==> config.mk <==
export PLATFORM = sky130hd
export DESIGN_NAME = uart_stim_tx
export DESIGN_NICKNAME = d
export VERILOG_FILES = /design/src/rtl/uart_stim_tx.sv
export SDC_FILE = /design/constraint.sdc
export NUM_CORES = 1
export LEC_CHECK = 0
export CAP_MARGIN = 20
export CORE_MARGIN = 2
export CORE_UTILIZATION = 50
export DETAILED_ROUTE_END_ITERATION = 12
export PLACE_DENSITY = 0.69
export SLEW_MARGIN = 20
export SYNTH_ARGS = -nofsm -noshare
export SYNTH_HDL_FRONTEND = slang
export SYNTH_SLANG_ARGS = --single-unit
export TNS_END_PERCENT = 1
==> constraint.sdc <==
create_clock -name clk -period 3.6 [get_ports clk]
set_clock_uncertainty 0.15 [all_clocks]
set_input_delay 1.08 -clock clk [delete_from_list [all_inputs] [get_ports clk]]
set_output_delay 1.08 -clock clk [all_outputs]
set_load 0.1 [all_outputs]
==> src/rtl/uart_stim_tx.sv <==
// Byte-stream to UART 8N1 serializer with an internal byte FIFO.
// Bytes queue through valid/ready and leave LSB-first at CLKS_PER_BIT clocks per bit.
module uart_stim_tx #(
  parameter int CLKS_PER_BIT = 16,
  parameter int FIFO_DEPTH   = 16,
  parameter int STOP_BITS    = 1
) (
  input  logic                          clk,
  input  logic                          rst_n,
  input  logic                          in_valid,
  input  logic [7:0]                    in_data,
  output logic                          in_ready,
  output logic                          tx,
  output logic                          busy,
  output logic [$clog2(FIFO_DEPTH):0]   level
);

  localparam int AW = $clog2(FIFO_DEPTH);
  localparam int CW = $clog2(CLKS_PER_BIT);
  localparam logic [CW-1:0] BAUD_LAST = CW'(CLKS_PER_BIT - 1);
  localparam logic [CW-1:0] BAUD_ONE  = CW'(1);
  localparam logic [AW:0]   FULL_LVL  = (AW+1)'(FIFO_DEPTH);
  localparam logic [AW:0]   CNT_ONE   = (AW+1)'(1);
  localparam logic [AW-1:0] PTR_ONE   = AW'(1);

  typedef enum logic [1:0] {S_IDLE, S_START, S_DATA, S_STOP} state_t;

  state_t        r_state, w_state_nxt;
  logic [CW-1:0] r_baud, w_baud_nxt;
  logic [2:0]    r_bit_idx, w_bit_idx_nxt;
  logic          r_stop_cnt, w_stop_cnt_nxt;
  logic [7:0]    r_shreg, w_shreg_nxt;
  logic          r_tx, w_tx_nxt;

  logic [7:0]    r_mem [FIFO_DEPTH];
  logic [AW-1:0] r_wr_ptr, r_rd_ptr;
  logic [AW:0]   r_count;
  logic          w_push, w_pop, w_nonempty, w_baud_end;

  // Ready comes from the registered count only, so a same-cycle pop never frees a full FIFO.
  assign in_ready   = (r_count != FULL_LVL);
  assign w_push     = in_valid && in_ready;
  assign w_nonempty = (r_count != '0);
  assign w_baud_end = (r_baud == BAUD_LAST);

  assign tx    = r_tx;
  assign busy  = (r_state != S_IDLE);
  assign level = r_count;

  always_ff @(posedge clk) begin
    if (w_push) r_mem[r_wr_ptr] <= in_data;
  end

  always_ff @(posedge clk) begin
    if (!rst_n) begin
      r_wr_ptr <= '0;
      r_rd_ptr <= '0;
      r_count  <= '0;
    end else begin
      if (w_push) r_wr_ptr <= r_wr_ptr + PTR_ONE;
      if (w_pop)  r_rd_ptr <= r_rd_ptr + PTR_ONE;
      case ({w_push, w_pop})
        2'b10:   r_count <= r_count + CNT_ONE;
        2'b01:   r_count <= r_count - CNT_ONE;
        default: r_count <= r_count;
      endcase
    end
  end

  always_comb begin
    w_state_nxt    = r_state;
    w_baud_nxt     = w_baud_end ? '0 : r_baud + BAUD_ONE;
    w_bit_idx_nxt  = r_bit_idx;
    w_stop_cnt_nxt = r_stop_cnt;
    w_shreg_nxt    = r_shreg;
    w_pop          = 1'b0;
    case (r_state)
      S_IDLE: begin
        w_baud_nxt = '0;
        if (w_nonempty) begin
          w_pop       = 1'b1;
          w_shreg_nxt = r_mem[r_rd_ptr];
          w_state_nxt = S_START;
        end
      end
      S_START: begin
        if (w_baud_end) begin
          w_state_nxt   = S_DATA;
          w_bit_idx_nxt = 3'd0;
        end
      end
      S_DATA: begin
        if (w_baud_end) begin
          w_shreg_nxt   = {1'b0, r_shreg[7:1]};
          w_bit_idx_nxt = r_bit_idx + 3'd1;
          if (r_bit_idx == 3'd7) begin
            w_state_nxt    = S_STOP;
            w_stop_cnt_nxt = 1'b0;
          end
        end
      end
      S_STOP: begin
        if (w_baud_end) begin
          if (STOP_BITS == 2 && !r_stop_cnt) begin
            w_stop_cnt_nxt = 1'b1;
          end else if (w_nonempty) begin
            // Chain straight into the next start bit: no idle gap between queued frames.
            w_pop       = 1'b1;
            w_shreg_nxt = r_mem[r_rd_ptr];
            w_state_nxt = S_START;
          end else begin
            w_state_nxt = S_IDLE;
          end
        end
      end
      default: w_state_nxt = S_IDLE;
    endcase

    case (w_state_nxt)
      S_START: w_tx_nxt = 1'b0;
      S_DATA:  w_tx_nxt = w_shreg_nxt[0];
      default: w_tx_nxt = 1'b1;
    endcase
  end

  always_ff @(posedge clk) begin
    if (!rst_n) begin
      r_state    <= S_IDLE;
      r_baud     <= '0;
      r_bit_idx  <= '0;
      r_stop_cnt <= 1'b0;
      r_shreg    <= '0;
      r_tx       <= 1'b1;
    end else begin
      r_state    <= w_state_nxt;
      r_baud     <= w_baud_nxt;
      r_bit_idx  <= w_bit_idx_nxt;
      r_stop_cnt <= w_stop_cnt_nxt;
      r_shreg    <= w_shreg_nxt;
      r_tx       <= w_tx_nxt;
    end
  end

endmodule

## Word-level counts from Yosys, hierarchy flattened

Memory sizes are Yosys's and may differ from the RTL's. A register that Yosys moved wholly into a read port is not among the register bits.
Cells that the tools add are included.

- Bitwise gates (word level): 1
- Reductions and logical operators: 10
- Equal/unequal tests: 13
- Add/sub/neg operators: 6
- Muxes and demuxes: 23

Operators with widths:

| kind | number |
|---|---|
| 8-bit two-way mux | 3 |
| 8-bit case mux with 3 select lines | 1 |
| 4-bit by 1-bit adder with 4-bit output, second input constant | 3 |
| 2-bit two-way mux | 5 |
| 5-bit case mux with 2 select lines | 1 |
| 2-bit equality test, second input constant | 4 |
| 4-bit two-way mux | 2 |
| 2-bit case mux with 4 select lines | 1 |
| 2-bit by 1-bit equality test with 1-bit output, second input constant | 3 |
| 3-bit two-way mux | 2 |
| 2-bit != test, second input constant | 3 |
| 3-bit case mux with 2 select lines | 1 |
| 3-bit AND reduction | 2 |
| 2-bit nonzero test | 3 |
| 5-bit by 1-bit adder with 5-bit output, second input constant | 1 |
| 1-bit two-way mux | 5 |
| 5-bit != test, second input constant | 1 |
| 5-bit nonzero test | 1 |
| 5-bit by 1-bit subtractor with 5-bit output, second input constant | 1 |
| 4-bit equality test, second input constant | 1 |
| 1-bit case mux with 2 select lines | 2 |
| 3-bit by 1-bit adder with 3-bit output, second input constant | 1 |
| 3-bit equality test, second input constant | 1 |
| 3-bit nonzero test | 1 |
| 4 further kinds | 4 |

- Register bits: 31
- Output and inout bits: 8
- Bits in writable memories: 128
- Memories: 1

Memory list:

| name | words | width | rd ports | clocked after memory_dff | wr ports | RTL line | text |
|---|---|---|---|---|---|---|---|
| r_mem | 16 | 8 | 1 | 1 | 1 | 35 | `logic [7:0] r_mem [FIFO_DEPTH];` |

## Longest topological paths before layout

Gate-level depths: netlist of the first run.

- Depth after elaboration: 6
- Depth in mapped cells: 13

## Worst setup path after synthesis of the first run

Ideal clock, no wire load.

- Path type: flip-flop to flip-flop
- Start: reg r_count[1] (netlist: level[1])
- End: reg r_count[4] (netlist: level[4])
- Data arrival time: 3.582 ns
- Path slack: -0.203 ns
- Clock period less this slack: 3.803 ns
- Cell stages (with the launch flop): 14
- Setup time: 0.071 ns
- Path buffers: 2
- Path through: dfxtp_1 -> buf_2 -> nor4_2 -> a21boi_1 -> inv_1 -> ha_1 -> clkbuf_1 -> xor2_1 -> ha_1 -> nand2b_1 -> a21boi_0 -> o21a_1 -> or4_1 -> a21oi_1

- Cells in the longest elaborated chain, start to end: 6
- Elaborated cells on any way between the ends: 12
- Those cells by class: add/sub: 2; eq/ne: 3; mux: 4; reduce/logical: 3

RTL lines:

| item | RTL line | text |
|---|---|---|
| start: declaration | 37 | `logic [AW:0] r_count;` |
| start signal: assignment | 63 | `2'b10: r_count <= r_count + CNT_ONE;` |
| start signal: assignment | 64 | `2'b01: r_count <= r_count - CNT_ONE;` |
| start signal: assignment | 65 | `default: r_count <= r_count;` |
| 5-bit nonzero test | 43 | `assign w_nonempty = (r_count != '0);` |
| 1-bit two-way mux | 80, 106 |  |
| 1-bit two-way mux | 103 | `if (w_baud_end) begin` |
| 1-bit case mux with 2 select lines | 77 | `case (r_state)` |
| 2-bit by 1-bit equality test with 1-bit output / 2-bit equality test (equally long branches) | 62 | `case ({w_push, w_pop})` |
| 5-bit case mux with 2 select lines / 2-bit nonzero test (equally long branches) | -- |  |

Parallel ways exist; a longest one is shown, timed or not.
A chain may end at the register's enable or synchronous reset.

## Worst setup path after layout of the first run

- Start: in in_valid
- End: reg r_count[4] (netlist: level[4])

- Cells in the longest elaborated chain, start to end: 3
- Elaborated cells on any way between the ends: 5
- Those cells by class: eq/ne: 2; mux: 1; reduce/logical: 2

RTL lines:

| item | RTL line | text |
|---|---|---|
| start: declaration | 10 | `input logic in_valid,` |
| 1-bit logical AND * | 42 | `assign w_push = in_valid && in_ready;` |
| 2-bit by 1-bit equality test with 1-bit output / 2-bit equality test (equally long branches) | 62 |  |
| 5-bit case mux with 2 select lines / 2-bit nonzero test (equally long branches) | -- |  |

Every way passes the cells marked *; elsewhere a longest branch is shown, timed or not.

==> flow_summary.yaml, run 1 <==
logic_synthesis:
  synthCells: 434
  synth_cell_type_count: 56
  yosysSeqAreaShare_pct: 66.5
  syn-num-nets: 462
  synth_async_sr_flop_share_pct: 0
  synth_top_area_share_pct: 56.2
  syn-mean-instance-area_um2: 15.7
  synth_edf_count: 128
  synth.most_common_cell: "edfxtp_1"
  yosys.area.top_type: "edfxtp_1"
  ys_seq_elements: 163
  synth_area_leaders: "edfxtp_1 56%, dfxtp_1 10%, mux4_2 9.6%"
  synthFlopType: "edfxtp_1"
  syn_area_mm2: 0.00684
  synth_commonest_cells: "128 x edfxtp_1, 39 x nor2_1, 35 x dfxtp_1, 29 x mux4_2, 18 x mux2i_1"
  yosys_warnings: 0
global_route:
  use_met1_pct: 26.6
  grt_max_degree: 29
  grt_pass1_vias: 3886
  top_usage_layer: "met2"
  overflow: 0
  use_met2_pct: 33.1
  grt_use_met3_pct: 4.75
  track_usage_pct: 20.1
  antenna_found_initial: 0
  grt_pass1_wl_mm: 21.6
finish:
  design_area_mm2: 0.00784
  syn_to_final_growth_pct: 14.7
  num-fill-cells: 1015
  fin_util_pct: 59.0
  drive_gt1_share_pct: 21.2
  nNetsFinal: 504
  finalNonFillerCells: 662
  diodes: 0
floorplanning:
  ios: 19
  die_w_um: 121
  initial_core_util_pct: 51.4
  die_h_um: 121
  rows: 42
  coreArea_mm2: 0.0133
  die_area_mm2: 0.0146
timing:
  holdWs_ns: 0.294
  hold_viol_final: 0
  finalCriticalPeriod_ns: 3.18
  setup_tns_ns: 0
  drv_slew: 0
  fin_crit_sh_pct: 88.4
  fin_ws_ns: 0.417
  relSlewSlack_pct: 56.5
  rsz0062_at_grt: "no"
  worstMarginPinSlew_ns: 0.652
  setup_viol: 0
  clock.fmax_ghz: 0.314
power_and_ir_drop:
  p_int_mw: 3.71
  p_sw_mw: 1.72
  p_comb_share_pct: 28.0
  seqPwrFrac_pct: 42.5
  p_sw_share_pct: 31.7
  peakVddDrop_mv: 0.479
  p_total_mw: 5.44
  power_density_mw_per_mm2: 693
  p_leak_nw: 2.64
  clkPwrFrac_pct: 29.5
cts:
  cts_tree: "done"
  clock_tree.buffer_depth: 2
  clock_sinks: 163
  clk_pin_slew_worst_paths_ns: 0.06
  cts_hold_buffers: 0
  cts.root.buffer_cell: "clkbuf_16"
  cts_setup_buffers: 0
  cts_buffers: 17
  cts_resized: 0
  clk_latency_ns: 0.41
  htree_levels: 4
critical_path:
  cp.required_ns: 3.80
  critical_path.max_fanout: 3
  ff2ff_path_depth: 12
  critical_path_class: "in2reg"
  startpoint_type: "primary input"
  endpoint_kind: "flop"
  arrival_ns: 3.38
placement:
  place_congestion: 0.871
  dp_hpwl_mm: 8.89
  place_area_mm2: 0.00732
  io_buffers: 18
  dp.cells: 633
  pre_cts_ws_ns: 0.00888
detailed_routing:
  route.vias.total: 3798
  drtIter0Drc: 347
  avgRoutedWirePerCell_um: 20.5
  firstDrtPassIters: 5
  final_antenna_net_count: 0
  drt_wl_total_mm: 13.6
  drc_errors: 0
  avgViaCountPerCell: 5.74
hold_path:
  hold_depth: 1
  worstHoldPathType: "reg2reg"
flow_run:
  cap_viol_max_count: 0
run_status:
  status: "finished, final reports clean"
## layer usage
layer  wire length, um  vias to the layer above  part of all wire (%)
met3               509                       16                   3.8
met4               166                        0                   1.2
met1              6070                     1900                    45
li1                  -                     1790                     -
met2              6810                       92                    50
met5                 0                        -                     0
## registers in the layout, summed over array words and instances (netlist names), named ones only
signal     cells
level          5
r_rd_ptr       4
tx             1
r_baud         4
r_state        2
r_wr_ptr       4
r_shreg        8
r_bit_idx      3
r_mem        128
## critical path: stages
cell and delay [ns]:
clkdlybuf4s50_1 0.45, a21boi_1 0.19, inv_1 0.09, ha_1 0.25, xor2_1 0.16, ha_1 0.20
nand2b_1 0.07, a21boi_0 0.08, o21a_1 0.19, or4_1 0.46, a21oi_1 0.15
## cell usage in the layout, fill, tap and decap left out, drive strengths merged, types with 2 or more instances in the layout
master and n:
a22oi 2, or4 2, clkinvlp 5, ha 17
mux4 32, o22ai 5, nand3b 2, a222oi 5
or3b 2, mux2i 18, and3 3, o211ai 2
dfxtp 35, a31oi 3, xor2 8, nand4 2
nand2b 4, a211oi 3, nand3 7, a311oi 2
or3 2, edfxtp 128, o31ai 7, clkinv 5
nand2 11, buf 37, nor3 9, xnor2 3
inv 13, nor2 39, a21boi 3, o21ai 16
clkdlybuf4s50 10, nor4 3, a21oi 9, clkbuf 18
## layout make-up
cell class,instances,area (um2),area share [%]
repair buffers,47,378,4.82
inverters,13,48.8,0.622
clock buffers,18,429,5.47
flip-flops and latches,163,4550,58.0
clock inverters,11,92.6,1.18
well taps,176,220,2.81
multi-input cells,234,2120,27.1
## worst paths after layout
| path | from | endpoint | slack [ns] |
|---|---|---|---|
| setup reg to reg | r_state[1]$_SDFF_PN0_ | level[4]$_SDFFE_PN0P_ | 0.57 |
| hold / removal | r_baud[0]$_SDFF_PP0_ | r_baud[0]$_SDFF_PP0_ | 0.29 |
| hold reg to reg | r_baud[0]$_SDFF_PP0_ | r_baud[0]$_SDFF_PP0_ | 0.29 |
| setup / recovery | in_valid | level[4]$_SDFFE_PN0P_ | 0.42 |
## power groups by stage
stage / logic, mW / registers (mW) / clock network, mW
after floorplan: 1.02 / 2.44 / 0
after global placement: 1.48 / 2.34 / 0
after detailed placement: 1.52 / 2.35 / 0
after CTS: 1.53 / 2.31 / 1.64
after global routing: 1.65 / 2.33 / 1.71
final: 1.52 / 2.31 / 1.60
## kinds of logic (layout without fill, tap and decap cells)
family                   count (synthesis)  in the layout  synth area share (%)
flip-flops                             163            163                  66.5
buffers and inverters                   37             89                  2.43
adder cells (fa/ha/maj)                 17             17                  3.11
AND/OR/NAND/NOR                         90             90                  6.43
AO/OA/AOI/OAI                           65             65                  6.57
multiplexers                            51             51                  13.6
XOR/XNOR                                11             11                  1.41
No activity file was read; power rests on OpenSTA's default activity.
==> inputs of run 2 (changes only) <==
--- a/config.mk
+++ b/config.mk
@@ -10,7 +10,7 @@
 export CORE_UTILIZATION = 50
 export DETAILED_ROUTE_END_ITERATION = 12
 export PLACE_DENSITY = 0.69
-export SLEW_MARGIN = 20
+export SLEW_MARGIN = 15
 export SYNTH_ARGS = -nofsm -noshare
 export SYNTH_HDL_FRONTEND = slang
 export SYNTH_SLANG_ARGS = --single-unit
==> results of run 2 <==
The final DEF is identical to that of run 1; final timing and power are the same.
==> inputs of run 3 (changes only) <==
--- a/config.mk
+++ b/config.mk
@@ -7,9 +7,8 @@
 export LEC_CHECK = 0
 export CAP_MARGIN = 20
 export CORE_MARGIN = 2
-export CORE_UTILIZATION = 50
+export CORE_UTILIZATION = 45
 export DETAILED_ROUTE_END_ITERATION = 12
-export PLACE_DENSITY = 0.69
 export SLEW_MARGIN = 15
 export SYNTH_ARGS = -nofsm -noshare
 export SYNTH_HDL_FRONTEND = slang
==> flow_summary.yaml, run 3 (synthesis results as in run 1) <==
timing:
  worstMarginPinSlew_ns: 0.651
  fin_crit_sh_pct: 88.6
  setup_viol: 0
  finalCriticalPeriod_ns: 3.19
  hold_viol_final: 0
  drv_slew: 0
  holdWs_ns: 0.299
  clock.fmax_ghz: 0.313
  relSlewSlack_pct: 56.2
  rsz0062_at_grt: "no"
critical_path:
  startpoint_type: "flop"
  critical_path.max_fanout: 6
  critical_path.most_common_cell: "ha_1"
  cp.required_ns: 3.80
  arrival_ns: 3.39
  ff2ff_path_depth: 11
  r2r-end: "level[4]$_SDFFE_PN0P_"
  path_cells: "ha_1, a41oi_1, a211oi_2, ha_1, xor2_1, ha_1, nand2b_1, a21boi_0, o21a_1, or4_1, a21oi_1"
  path_depth: 11
  critical_path.max_stage_delay_ns: 0.51
  endpoint_kind: "flop"
  reg2reg_slack_ns: 0.41
  reg2reg_from: "r_state[1]$_SDFF_PN0_"
  worst_path_max_delay_cell: "a211oi_2"
  critical_path_class: "reg2reg"
  path_buf_inv: 0
  crit_family: "compound AO/OA/AOI/OAI gates"
run_status:
  status: "finished, final reports clean"
power_and_ir_drop:
  peakVddDrop_mv: 0.356
  p_leak_nw: 2.69
  power_density_mw_per_mm2: 691
cts:
  clk_latency_ns: 0.42
  htree_levels: 4
  clock_sinks: 163
  cts_buffers: 17
  clk_pin_slew_worst_paths_ns: 0.06
  cts_hold_buffers: 0
  cts_setup_buffers: 0
  cts_resized: 0
  cts.root.buffer_cell: "clkbuf_16"
  cts_tree: "done"
  clock_tree.buffer_depth: 2
placement:
  place_area_mm2: 0.00737
  io_buffers: 18
  place_congestion: 0.800
  dp_hpwl_mm: 9.10
detailed_routing:
  drt_wl_total_mm: 13.4
  avgViaCountPerCell: 5.62
  drtIter0Drc: 291
  avgRoutedWirePerCell_um: 19.7
  drc_errors: 0
  final_antenna_net_count: 0
  route.vias.total: 3836
  firstDrtPassIters: 5
global_route:
  antenna_found_initial: 0
  grt_max_degree: 29
  track_usage_pct: 17.7
  grt_pass1_vias: 3909
  grt_pass1_wl_mm: 21.4
  overflow: 0
finish:
  largest_register_ffs: 128
  drive_gt1_share_pct: 22.7
  max_flop_register: "r_mem"
  final_cell_mix: "128 x edfxtp_1, 42 x buf_4, 39 x nor2_1"
  syn_to_final_growth_pct: 16.0
  design_area_mm2: 0.00793
  layout_commonest_cell: "edfxtp_1"
  nNetsFinal: 509
  diodes: 0
floorplanning:
  coreArea_mm2: 0.0150
  rows: 45
  initial_core_util_pct: 45.5
  die_w_um: 127
  ios: 19
  die_h_um: 127
  die_area_mm2: 0.0162
flow_run:
  cap_viol_max_count: 0
hold_path:
  worstHoldPathType: "reg2reg"
  holdCritStartpoint: "r_baud[0]$_SDFF_PP0_"
  min_to: "r_baud[0]$_SDFF_PP0_"
  hold_depth: 1
[run 3: cell types whose count changed in the layout (fill, tap and decap cells not counted)]
cell | previous run | this run
buf_4 | 37 | 42
inv_6 | 0 | 5
clkbuf_1 | 1 | 0
clkinvlp_4 | 3 | 2
[run 3: stage by stage]
stage          util (%)  total power [mW]  std cells  setup slack (ns)  TNS [ns]
2_1_floorplan         -              3.46        434            0.0159         0
3_3_place_gp       49.0              3.82        650            0.0824         0
3_5_place_dp       49.0              3.84        650          -0.00304  -0.00304
4_1_cts            52.7              5.54        682             0.388         0
5_1_grt            52.7              5.74        682             0.119         0
6_report           52.7              5.48        682             0.409         0
[run 3: worst max path at each step]
stage | slack (ns) | end | start
2_1_floorplan | 0.02 | level[4]$_SDFFE_PN0P_ | level[3]$_SDFFE_PN0P_
4_1_cts | 0.39 | level[4]$_SDFFE_PN0P_ | r_state[1]$_SDFF_PN0_
3_3_place_gp | 0.08 | level[4]$_SDFFE_PN0P_ | in_valid
5_1_grt | 0.12 | level[4]$_SDFFE_PN0P_ | r_state[1]$_SDFF_PN0_
3_5_place_dp | -0.003 | level[4]$_SDFFE_PN0P_ | in_valid
6_report | 0.41 | level[4]$_SDFFE_PN0P_ | r_state[1]$_SDFF_PN0_
[run 3: routing by layer]
metal  GRT usage (%)  vias to the layer above  routed length [um]
met5               0                        -                   0
met4            6.14                        0                 189
met3            3.10                       17                 419
met2            30.0                       66                6890
met1            23.4                     1954                5920
li1                -                     1799                   -
[run 3: layout make-up]
class	count	area, um2
Fill cell	1246	7110
Clock inverter	15	129
Clock buffer	17	425
Sequential cell	163	4550
Tap cell	188	235
Inverter	13	48.8
Multi-Input combinational cell	234	2120
Timing Repair Buffer	52	415
[run 3: report_power, final]
group | internal [mW] | switching, mW | total [mW]
Sequential | 2.17 | 0.147 | 2.31
Combinational | 0.598 | 0.888 | 1.49
Clock | 0.953 | 0.728 | 1.68
